<file path="src/rtl/zpu_stack_engine.sv">
`timescale 1ns/1ps
`default_nettype none
// +------------------------------------------------------------------------+
// | Module   : zpu_stack_engine                                             |
// | Purpose  : Stack-pointer owner that turns stack commands into RAM       |
// |            port transactions against the dual-port ZPU stack RAM.       |
// | Revision : 1.0  initial release                                         |
// +------------------------------------------------------------------------+
module zpu_stack_engine #(
   parameter int          ADDR_BITS   = 10,
   parameter logic [31:0] SP_INIT     = 32'h0000_0FF8,
   parameter logic [31:0] STACK_LIMIT = 32'h0000_0800
) (
   input  logic        clk,
   input  logic        reset,
   input  logic        cmd_valid,
   output logic        cmd_ready,
   input  logic [2:0]  cmd_op,
   input  logic [4:0]  cmd_offset,
   input  logic [31:0] cmd_data,
   output logic        rsp_valid,
   output logic [31:0] rsp_data,
   output logic [31:0] sp_out,
   output logic        err_overflow,
   output logic        err_underflow,
   output logic        err_illegal,
   output logic        ram_ena,
   output logic [3:0]  ram_wea,
   output logic [31:0] ram_addra,
   output logic [31:0] ram_dina,
   input  logic [31:0] ram_douta,
   output logic        ram_enb,
   output logic [31:0] ram_addrb,
   input  logic [31:0] ram_doutb
);

   localparam logic [1:0] c_ST_IDLE  = 2'd0;
   localparam logic [1:0] c_ST_ISSUE = 2'd1;
   localparam logic [1:0] c_ST_RDATA = 2'd2;
   localparam logic [1:0] c_ST_WRITE = 2'd3;

   localparam logic [2:0] c_OP_NOP     = 3'd0;
   localparam logic [2:0] c_OP_PUSH    = 3'd1;
   localparam logic [2:0] c_OP_POP     = 3'd2;
   localparam logic [2:0] c_OP_LOADSP  = 3'd3;
   localparam logic [2:0] c_OP_STORESP = 3'd4;
   localparam logic [2:0] c_OP_ADDSP   = 3'd5;
   localparam logic [2:0] c_OP_SETSP   = 3'd6;
   localparam logic [2:0] c_OP_ILL     = 3'd7;

   if (ADDR_BITS < 1 || ADDR_BITS > 30) begin : g_bad_addr_bits
      $error("zpu_stack_engine: ADDR_BITS out of range");
   end

   logic [1:0]  r_state;
   logic [2:0]  r_op;
   logic [31:0] r_data;
   logic [31:0] r_off_addr;
   logic [31:0] r_sp;
   logic        r_rsp_valid;
   logic [31:0] r_rsp_data;
   logic        r_ovf;
   logic        r_udf;
   logic        r_ill;
   logic        r_ena;
   logic [3:0]  r_wea;
   logic [31:0] r_addra;
   logic [31:0] r_dina;
   logic        r_enb;
   logic [31:0] r_addrb;

   logic [31:0] w_sp_dec;
   logic [31:0] w_sp_inc;
   logic [31:0] w_cmd_off_addr;
   logic [31:0] w_sum;

   assign w_sp_dec       = r_sp - 32'd4;
   assign w_sp_inc       = r_sp + 32'd4;
   assign w_cmd_off_addr = r_sp + {25'd0, cmd_offset, 2'b00};
   assign w_sum          = ram_douta + ram_doutb;

   always_ff @(posedge clk) begin
      if (reset) begin
         r_state     <= c_ST_IDLE;
         r_op        <= c_OP_NOP;
         r_data      <= 32'd0;
         r_off_addr  <= 32'd0;
         r_sp        <= SP_INIT;
         r_rsp_valid <= 1'b0;
         r_rsp_data  <= 32'd0;
         r_ovf       <= 1'b0;
         r_udf       <= 1'b0;
         r_ill       <= 1'b0;
         r_ena       <= 1'b0;
         r_wea       <= 4'h0;
         r_addra     <= 32'd0;
         r_dina      <= 32'd0;
         r_enb       <= 1'b0;
         r_addrb     <= 32'd0;
      end else begin
         r_ena       <= 1'b0;
         r_wea       <= 4'h0;
         r_enb       <= 1'b0;
         r_rsp_valid <= 1'b0;
         case (r_state)
            c_ST_IDLE: begin
               if (cmd_valid) begin
                  r_op       <= cmd_op;
                  r_data     <= cmd_data;
                  r_off_addr <= w_cmd_off_addr;
                  case (cmd_op)
                     c_OP_PUSH: begin
                        r_ena   <= 1'b1;
                        r_wea   <= 4'hF;
                        r_addra <= w_sp_dec;
                        r_dina  <= cmd_data;
                        r_state <= c_ST_WRITE;
                     end
                     c_OP_POP, c_OP_STORESP: begin
                        r_enb   <= 1'b1;
                        r_addrb <= r_sp;
                        r_state <= c_ST_ISSUE;
                     end
                     c_OP_LOADSP: begin
                        r_enb   <= 1'b1;
                        r_addrb <= w_cmd_off_addr;
                        r_state <= c_ST_ISSUE;
                     end
                     c_OP_ADDSP: begin
                        r_enb   <= 1'b1;
                        r_addrb <= w_cmd_off_addr;
                        r_ena   <= 1'b1;
                        r_addra <= r_sp;
                        r_state <= c_ST_ISSUE;
                     end
                     default: r_state <= c_ST_WRITE;
                  endcase
               end
            end
            c_ST_ISSUE: r_state <= c_ST_RDATA;
            c_ST_RDATA: begin
               case (r_op)
                  c_OP_POP: begin
                     r_rsp_valid <= 1'b1;
                     r_rsp_data  <= ram_doutb;
                     r_sp        <= w_sp_inc;
                     if (w_sp_inc > SP_INIT) r_udf <= 1'b1;
                     r_state     <= c_ST_IDLE;
                  end
                  c_OP_LOADSP: begin
                     r_ena   <= 1'b1;
                     r_wea   <= 4'hF;
                     r_addra <= w_sp_dec;
                     r_dina  <= ram_doutb;
                     r_state <= c_ST_WRITE;
                  end
                  c_OP_STORESP: begin
                     r_ena   <= 1'b1;
                     r_wea   <= 4'hF;
                     r_addra <= r_off_addr + 32'd4;
                     r_dina  <= ram_doutb;
                     r_state <= c_ST_WRITE;
                  end
                  c_OP_ADDSP: begin
                     r_ena   <= 1'b1;
                     r_wea   <= 4'hF;
                     r_addra <= r_sp;
                     r_dina  <= w_sum;
                     r_state <= c_ST_WRITE;
                  end
                  default: r_state <= c_ST_IDLE;
               endcase
            end
            c_ST_WRITE: begin
               r_state <= c_ST_IDLE;
               // r_dina still holds the word written in this cycle; it is the response
               case (r_op)
                  c_OP_PUSH: begin
                     r_sp <= w_sp_dec;
                     if (w_sp_dec < STACK_LIMIT) r_ovf <= 1'b1;
                  end
                  c_OP_LOADSP: begin
                     r_sp        <= w_sp_dec;
                     if (w_sp_dec < STACK_LIMIT) r_ovf <= 1'b1;
                     r_rsp_valid <= 1'b1;
                     r_rsp_data  <= r_dina;
                  end
                  c_OP_STORESP: begin
                     r_sp        <= w_sp_inc;
                     if (w_sp_inc > SP_INIT) r_udf <= 1'b1;
                     r_rsp_valid <= 1'b1;
                     r_rsp_data  <= r_dina;
                  end
                  c_OP_ADDSP: begin
                     r_rsp_valid <= 1'b1;
                     r_rsp_data  <= r_dina;
                  end
                  c_OP_SETSP: r_sp  <= r_data & ~32'd3;
                  c_OP_ILL:   r_ill <= 1'b1;
                  default: ;
               endcase
            end
            default: r_state <= c_ST_IDLE;
         endcase
      end
   end

   assign cmd_ready     = (r_state == c_ST_IDLE) && !reset;
   assign rsp_valid     = r_rsp_valid;
   assign rsp_data      = r_rsp_data;
   assign sp_out        = r_sp;
   assign err_overflow  = r_ovf;
   assign err_underflow = r_udf;
   assign err_illegal   = r_ill;
   assign ram_ena       = r_ena;
   assign ram_wea       = r_wea;
   assign ram_addra     = r_addra;
   assign ram_dina      = r_dina;
   assign ram_enb       = r_enb;
   assign ram_addrb     = r_addrb;

endmodule
`default_nettype wire

</file>
<file path="config.mk">
export PLATFORM = sky130hd
export DESIGN_NAME = zpu_stack_engine
export DESIGN_NICKNAME = d
export VERILOG_FILES = /design/src/rtl/zpu_stack_engine.sv
export SDC_FILE = /design/constraint.sdc
export NUM_CORES = 1
export LEC_CHECK = 0
export CAP_MARGIN = 40
export CELL_PAD_IN_SITES_DETAIL_PLACEMENT = 0
export CELL_PAD_IN_SITES_GLOBAL_PLACEMENT = 1
export CORE_MARGIN = 4
export CORE_UTILIZATION = 35
export DETAILED_ROUTE_END_ITERATION = 16
export PLACE_DENSITY_LB_ADDON = 0.1
export SETUP_SLACK_MARGIN = 0.4
export SYNTH_ARGS = -nofsm -noshare
export SYNTH_HDL_FRONTEND = slang
export SYNTH_SLANG_ARGS = --single-unit
</file>
<file path="constraint.sdc">
create_clock -name clk -period 3.01 [get_ports clk]
set_input_delay 0.602 -clock clk [delete_from_list [all_inputs] [get_ports clk]]
set_output_delay 0.602 -clock clk [all_outputs]
set_load 0.02 [all_outputs]
</file>
### Yosys cells after proc, flatten, opt, wreduce, memory -nomap -nowiden

Index checks and enable logic that the tools add are counted.

* bits in registers: 239
* bits in latches: 0
* RAM bits: 0
* bits in read-only memories: 0
* input bits: 107
* output and inout port bits: 171
* logic and storage cells: 106
* memories: 0

* add/sub/neg operators: 5
* multiply operators: 0
* div/mod/pow operators: 0
* order comparisons: 2
* eq/ne operators: 24
* shift operators: 0
* muxes and demuxes: 34
* bitwise gates (word level): 2
* reduce and logical (&&, ||, !) cells: 23

Operator list (count)
* $pmux 32 s2: 7
* $mux 32: 6
* $pmux 32 s3: 2
* $add 32x3->32 const B: 2
* $add 32x32->32: 1
* $add 32x7->32: 1
* $gt 32x12->1 const B: 1
* $lt 32x12->1 const B: 1
* $sub 32x3->32 const B: 1
* $eq 3x3->1 const B: 6
* $reduce_and 3->1: 5
* $eq 3x2->1 const B: 4
* $mux 4: 3
* $reduce_or 2->1: 5
* $mux 1: 8
* $pmux 2 s4: 1
* $pmux 4 s2: 1
* $reduce_and 4->1: 2
* $eq 3x1->1 const B: 2
* $mux 2: 3
* $ne 2x2->1 const B: 3
* $pmux 1 s2: 3
* $reduce_bool 2->1: 3
* $reduce_or 3->1: 2
* 13 further kinds: 17

### Depth between registers and ports, before layout

* word-level depth: 5
* depth in mapped cells: 12

### Worst setup path after synthesis

No wires, ideal clock.

* path type: reg2reg
* start: register r_sp[3], in the netlist sp_out[3]
* end: register r_sp[14], in the netlist sp_out[14]
* data arrival time: 2.886 ns
* path slack: -0.008 ns
* cell stages (with the launch flop): 12
* path buffers: 1
* path through: dfxtp_1 buf_2 inv_1 ha_1 nor3b_1 nand3_1 or3_1 xor2_1 nor2_1 a2111o_1 a21oi_1 nor3_1

* cells in the longest elaborated chain, start to end: 3
* elaborated cells on any way between the ends: 5
* classes of those cells: add/sub: 2; mux: 3

RTL lines
* start: declaration: RTL line 59 `logic [31:0] r_sp;`
* start signal: assignment: RTL line 146 `r_sp <= w_sp_inc;`
* start signal: assignment: RTL line 179 `r_sp <= w_sp_dec;`
* start signal: assignment: RTL line 183 `r_sp <= w_sp_dec;`
* $add 32x3->32 / $sub 32x3->32 (equally long branches): RTL line 78, 77
* $pmux 32 s3 / $mux 32 (equally long branches): RTL line 177, 142
* $pmux 32 s2 *: RTL line 105 `case (r_state)`

Mark *: on every way between the ends. The rest lies on a longest branch, timed or not. The select of a mux whose other input is x is not followed.
A chain may end at the register's enable or synchronous reset.

### Worst setup path in the final report

* start: register r_sp[2], in the netlist sp_out[2]
* end: register r_addra[29], in the netlist ram_addra[29]

* cells in the longest elaborated chain, start to end: 4
* elaborated cells on any way between the ends: 5
* classes of those cells: add/sub: 1; mux: 4

RTL lines
* $sub 32x3->32 *: RTL line 77 `assign w_sp_dec = r_sp - 32'd4;`
* $pmux 32 s2: RTL line 111 `case (cmd_op)`
* $mux 32: RTL line 107 `if (cmd_valid) begin`
* $pmux 32 s2 *: RTL line 105
* end signal: assignment: RTL line 115 `r_addra <= w_sp_dec;`
* end signal: assignment: RTL line 133 `r_addra <= r_sp;`
* end signal: assignment: RTL line 153 `r_addra <= w_sp_dec;`
* end: declaration: RTL line 67 `logic [31:0] r_addra;`

Marks and branches as above.

==> impl_metrics.yaml <==
global_route:
  grt_pass1_vias: 17100
  grt_overflow_total: 0
  grt_pass1_wl_mm: 108
  antenna_found_initial: 3
  track_usage_pct: 29.7
  grt_max_degree: 90
critical_path:
  crit_fanout: 6
  critPathCaptureType: "register"
  arrival_ns: 3.27
  crit_required_ns: 3.48
  start_kind: "register"
  worstSetupPathType: "register to register"
power_and_ir_drop:
  power_frac_clock_pct: 39.6
  switching_power_mw: 2.95
  ir_worst_vdd_mv: 0.306
  pwr-share-seq_pct: 35.5
  power_leakage_nw: 8.50
  power.share.combinational_pct: 24.9
  p_int_mw: 6.44
  swShare_pct: 31.4
  power.density_nw_per_um2: 413
  totalPowerFinal_mw: 9.39
synth:
  ys_types: 80
  synth_top_area_share_pct: 29.8
  yosys_warnings: 0
  syn_inst: 2072
  avgSynthCellArea_um2: 7.32
  synth_top_flop_cell: "dfxtp_1"
  synth-seq-area-share_pct: 29.8
  synth-edff-count: 0
  ys_ff_latch: 226
  async_reset_ff_share_pct: 0
  synth_top_area_cell: "dfxtp_1"
  syn_area_um2: 15200
  synth_area_leaders: "dfxtp_1 30%, nand2_1 7.8%, xnor2_1 6.0%"
floorplanning:
  core_um2: 43000
  die_h_um: 216
  dieArea_um2: 46700
  die_w_um: 216
  ioPinCount: 278
  rows: 76
  start_util_pct: 35.3
place:
  gp_congestion: 0.979
  port_buffers: 271
  pre_cts_slack_ns: -0.643
  dp_hpwl_mm: 55.5
cts:
  cts_max_level: 1
  cts_root_buffer: "clkbuf_16"
  clk_pin_slew_ns: 0.06
  clkLatencyLatePin_ns: 0.58
  postCtsHoldBufs: 0
  cts_buffer_depth: 3
  clock-sinks: 226
  cts_inserted_buffers: 29
  cts_tree: "yes"
routing:
  drtAntennaViolNets: 0
  dr.pass1.iters: 6
  drt-initial-drc-count: 1677
  vias: 17900
  routedWlPerCell_um: 23.3
  via_per_inst: 5.66
  post-route-drc-count: 0
  totalWireLength_mm: 73.6
timing:
  slew_violations: 0
  clock_skew_ns: 0.0181
  layout_setup_ws_ns: 0.218
  slew_headroom_pct: 44.2
  finalCriticalPeriod_ns: 2.79
  finalCritPeriodShare_pct: 92.8
  rsz0062_at_grt: "true"
  setup_viol: 0
  tightest_slew_ns: 0.836
  fmax_mhz: 358
  finalHoldViolCount: 0
run:
  drv_cap: 0
hold_path:
  hold_class: "input pin to register"
outcome:
  status: "completed"
layout:
  synthToLayoutAreaGrowth_pct: 49.7
  drive_gt1_share_pct: 22.7
  final_core_util_pct: 52.8
  nets: 2701
## cell type report
class	instances	area [um2]
flip-flops and latches	226	4540
well taps	585	732
clock inverters	12	171
fillers	4263	20300
diodes	3	7.51
multi-input cells	1638	10800
inverters	35	134
clock buffers	42	826
repair buffers	622	5520
## sequential cells by signal (all words and copies together) (netlist names), 2 cells and up
name	count
sp_out	30
r_off_addr	30
ram_addra	30
r_data	30
ram_dina	32
r_op	3
ram_addrb	30
r_state	2
rsp_data	32
## Yosys cell counts, types with 17 or more instances
| master | n |
|---|---|
| nand2_1 | 317 |
| dfxtp_1 | 226 |
| nor2_1 | 219 |
| a21oi_1 | 161 |
| clkbuf_1 | 137 |
| xnor2_1 | 104 |
| o21ai_0 | 102 |
| a211oi_1 | 88 |
| nand3_1 | 69 |
| nor3_1 | 57 |
| xor2_1 | 47 |
| a311oi_1 | 45 |
| ha_1 | 40 |
| inv_1 | 32 |
| nand4_1 | 30 |
| or3_1 | 26 |
| and3_1 | 24 |
| o22ai_1 | 23 |
| o211ai_1 | 21 |
| a31oi_1 | 18 |
| o221ai_1 | 18 |
| a21o_1 | 17 |
| buf_1 | 17 |
## power groups by stage
stage	Clock (mW)	Sequential, mW	Combinational [mW]
2_1_floorplan	0	3.44	1.04
3_3_place_gp	0	3.39	2.17
3_5_place_dp	0	3.39	2.17
4_1_cts	3.80	3.33	2.23
5_1_grt	3.91	3.35	2.50
6_report	3.72	3.33	2.33
## cell usage in the layout (no fill, tap or decap), types with 10 or more instances in the layout
cell type,netlist,layout
buf_4,9,325
nand2_1,317,312
clkdlybuf4s50_1,0,251
dfxtp_1,226,216
nor2_1,219,209
a21oi_1,161,149
xnor2_1,104,99
o21ai_0,102,81
a211oi_1,88,72
nand3_1,69,58
nor3_1,57,47
xor2_1,47,44
a311oi_1,45,40
nand4_1,30,30
clkbuf_16,0,30
inv_1,32,28
ha_1,40,25
and3_1,24,23
o22ai_1,23,22
or3_1,26,21
o211ai_1,21,21
o21ai_1,6,21
a31oi_1,18,18
buf_6,2,18
a21o_1,17,17
o221ai_1,18,17
a211oi_2,0,15
ha_4,0,14
nor4_1,15,13
nand2b_1,13,11
a21oi_2,0,10
o21a_1,10,10
## path summary, 6_finish.rpt
path	from	slack, ns	end	cells past startpoint
max	sp_out[2]	0.22	ram_addra[29]	12
min	reset	0.35	ram_addra[4]	2
max reg2reg	sp_out[2]	0.22	ram_addra[29]	12
min reg2reg	ram_addra[28]	0.45	ram_addra[28]	2
## layer usage
metal / wire length, um / GRT usage [%] / part of all wire [%] / vias up
met1: 33100 / 42.1 / 45 / 8589
met2: 32400 / 45.6 / 44 / 742
met5: 0 / 0 / 0 / -
met3: 5480 / 5.31 / 7.4 / 130
li1: - / - / - / 8435
met4: 2580 / 10.1 / 3.5 / 0
## worst max-delay path, cell delays in order (launching register included)
cell and delay (ns):
dfxtp_4 0.40, buf_4 0.16, buf_8 0.13, or4_4 0.58, nor3_4 0.19, buf_6 0.14
nand4b_1 0.12, buf_6 0.19, a21oi_2 0.12, nor2_1 0.06, a211oi_2 0.23, a21oi_1 0.12
a31o_2 0.23
## stage by stage
| step | instance area (um2) | setup TNS, ns | std cells | hold slack (ns) |
|---|---|---|---|---|
| after floorplan | 15300 | 0 | 2077 | 0.436 |
| after global routing | 22700 | 0 | 3163 | 0.346 |
| after CTS | 21900 | 0 | 3142 | 0.314 |
| after detailed placement | 20500 | -12.69 | 3072 | 0.442 |
| after global placement | 20500 | -11.56 | 3072 | 0.436 |
| final | 22700 | 0 | 3163 | 0.348 |
## repair_timing
action / in CTS / in global routing
gates resized for setup: 58 / 171
pin swaps: 41 / 84
endpoints found under the setup margin: 54 / 97
buffers inserted: 16 / 18
## cells by family after synthesis
| family | synth area share (%) |
|---|---|
| simple gates | 25.6 |
| flops | 29.8 |
| xor+xnor | 8.72 |
| buf+inv | 5.70 |
| other cells | 0.0247 |
| fa+ha+maj | 3.56 |
| compound gates | 26.2 |
| mux | 0.272 |
Note: power is estimated with default switching activity, not from simulation.
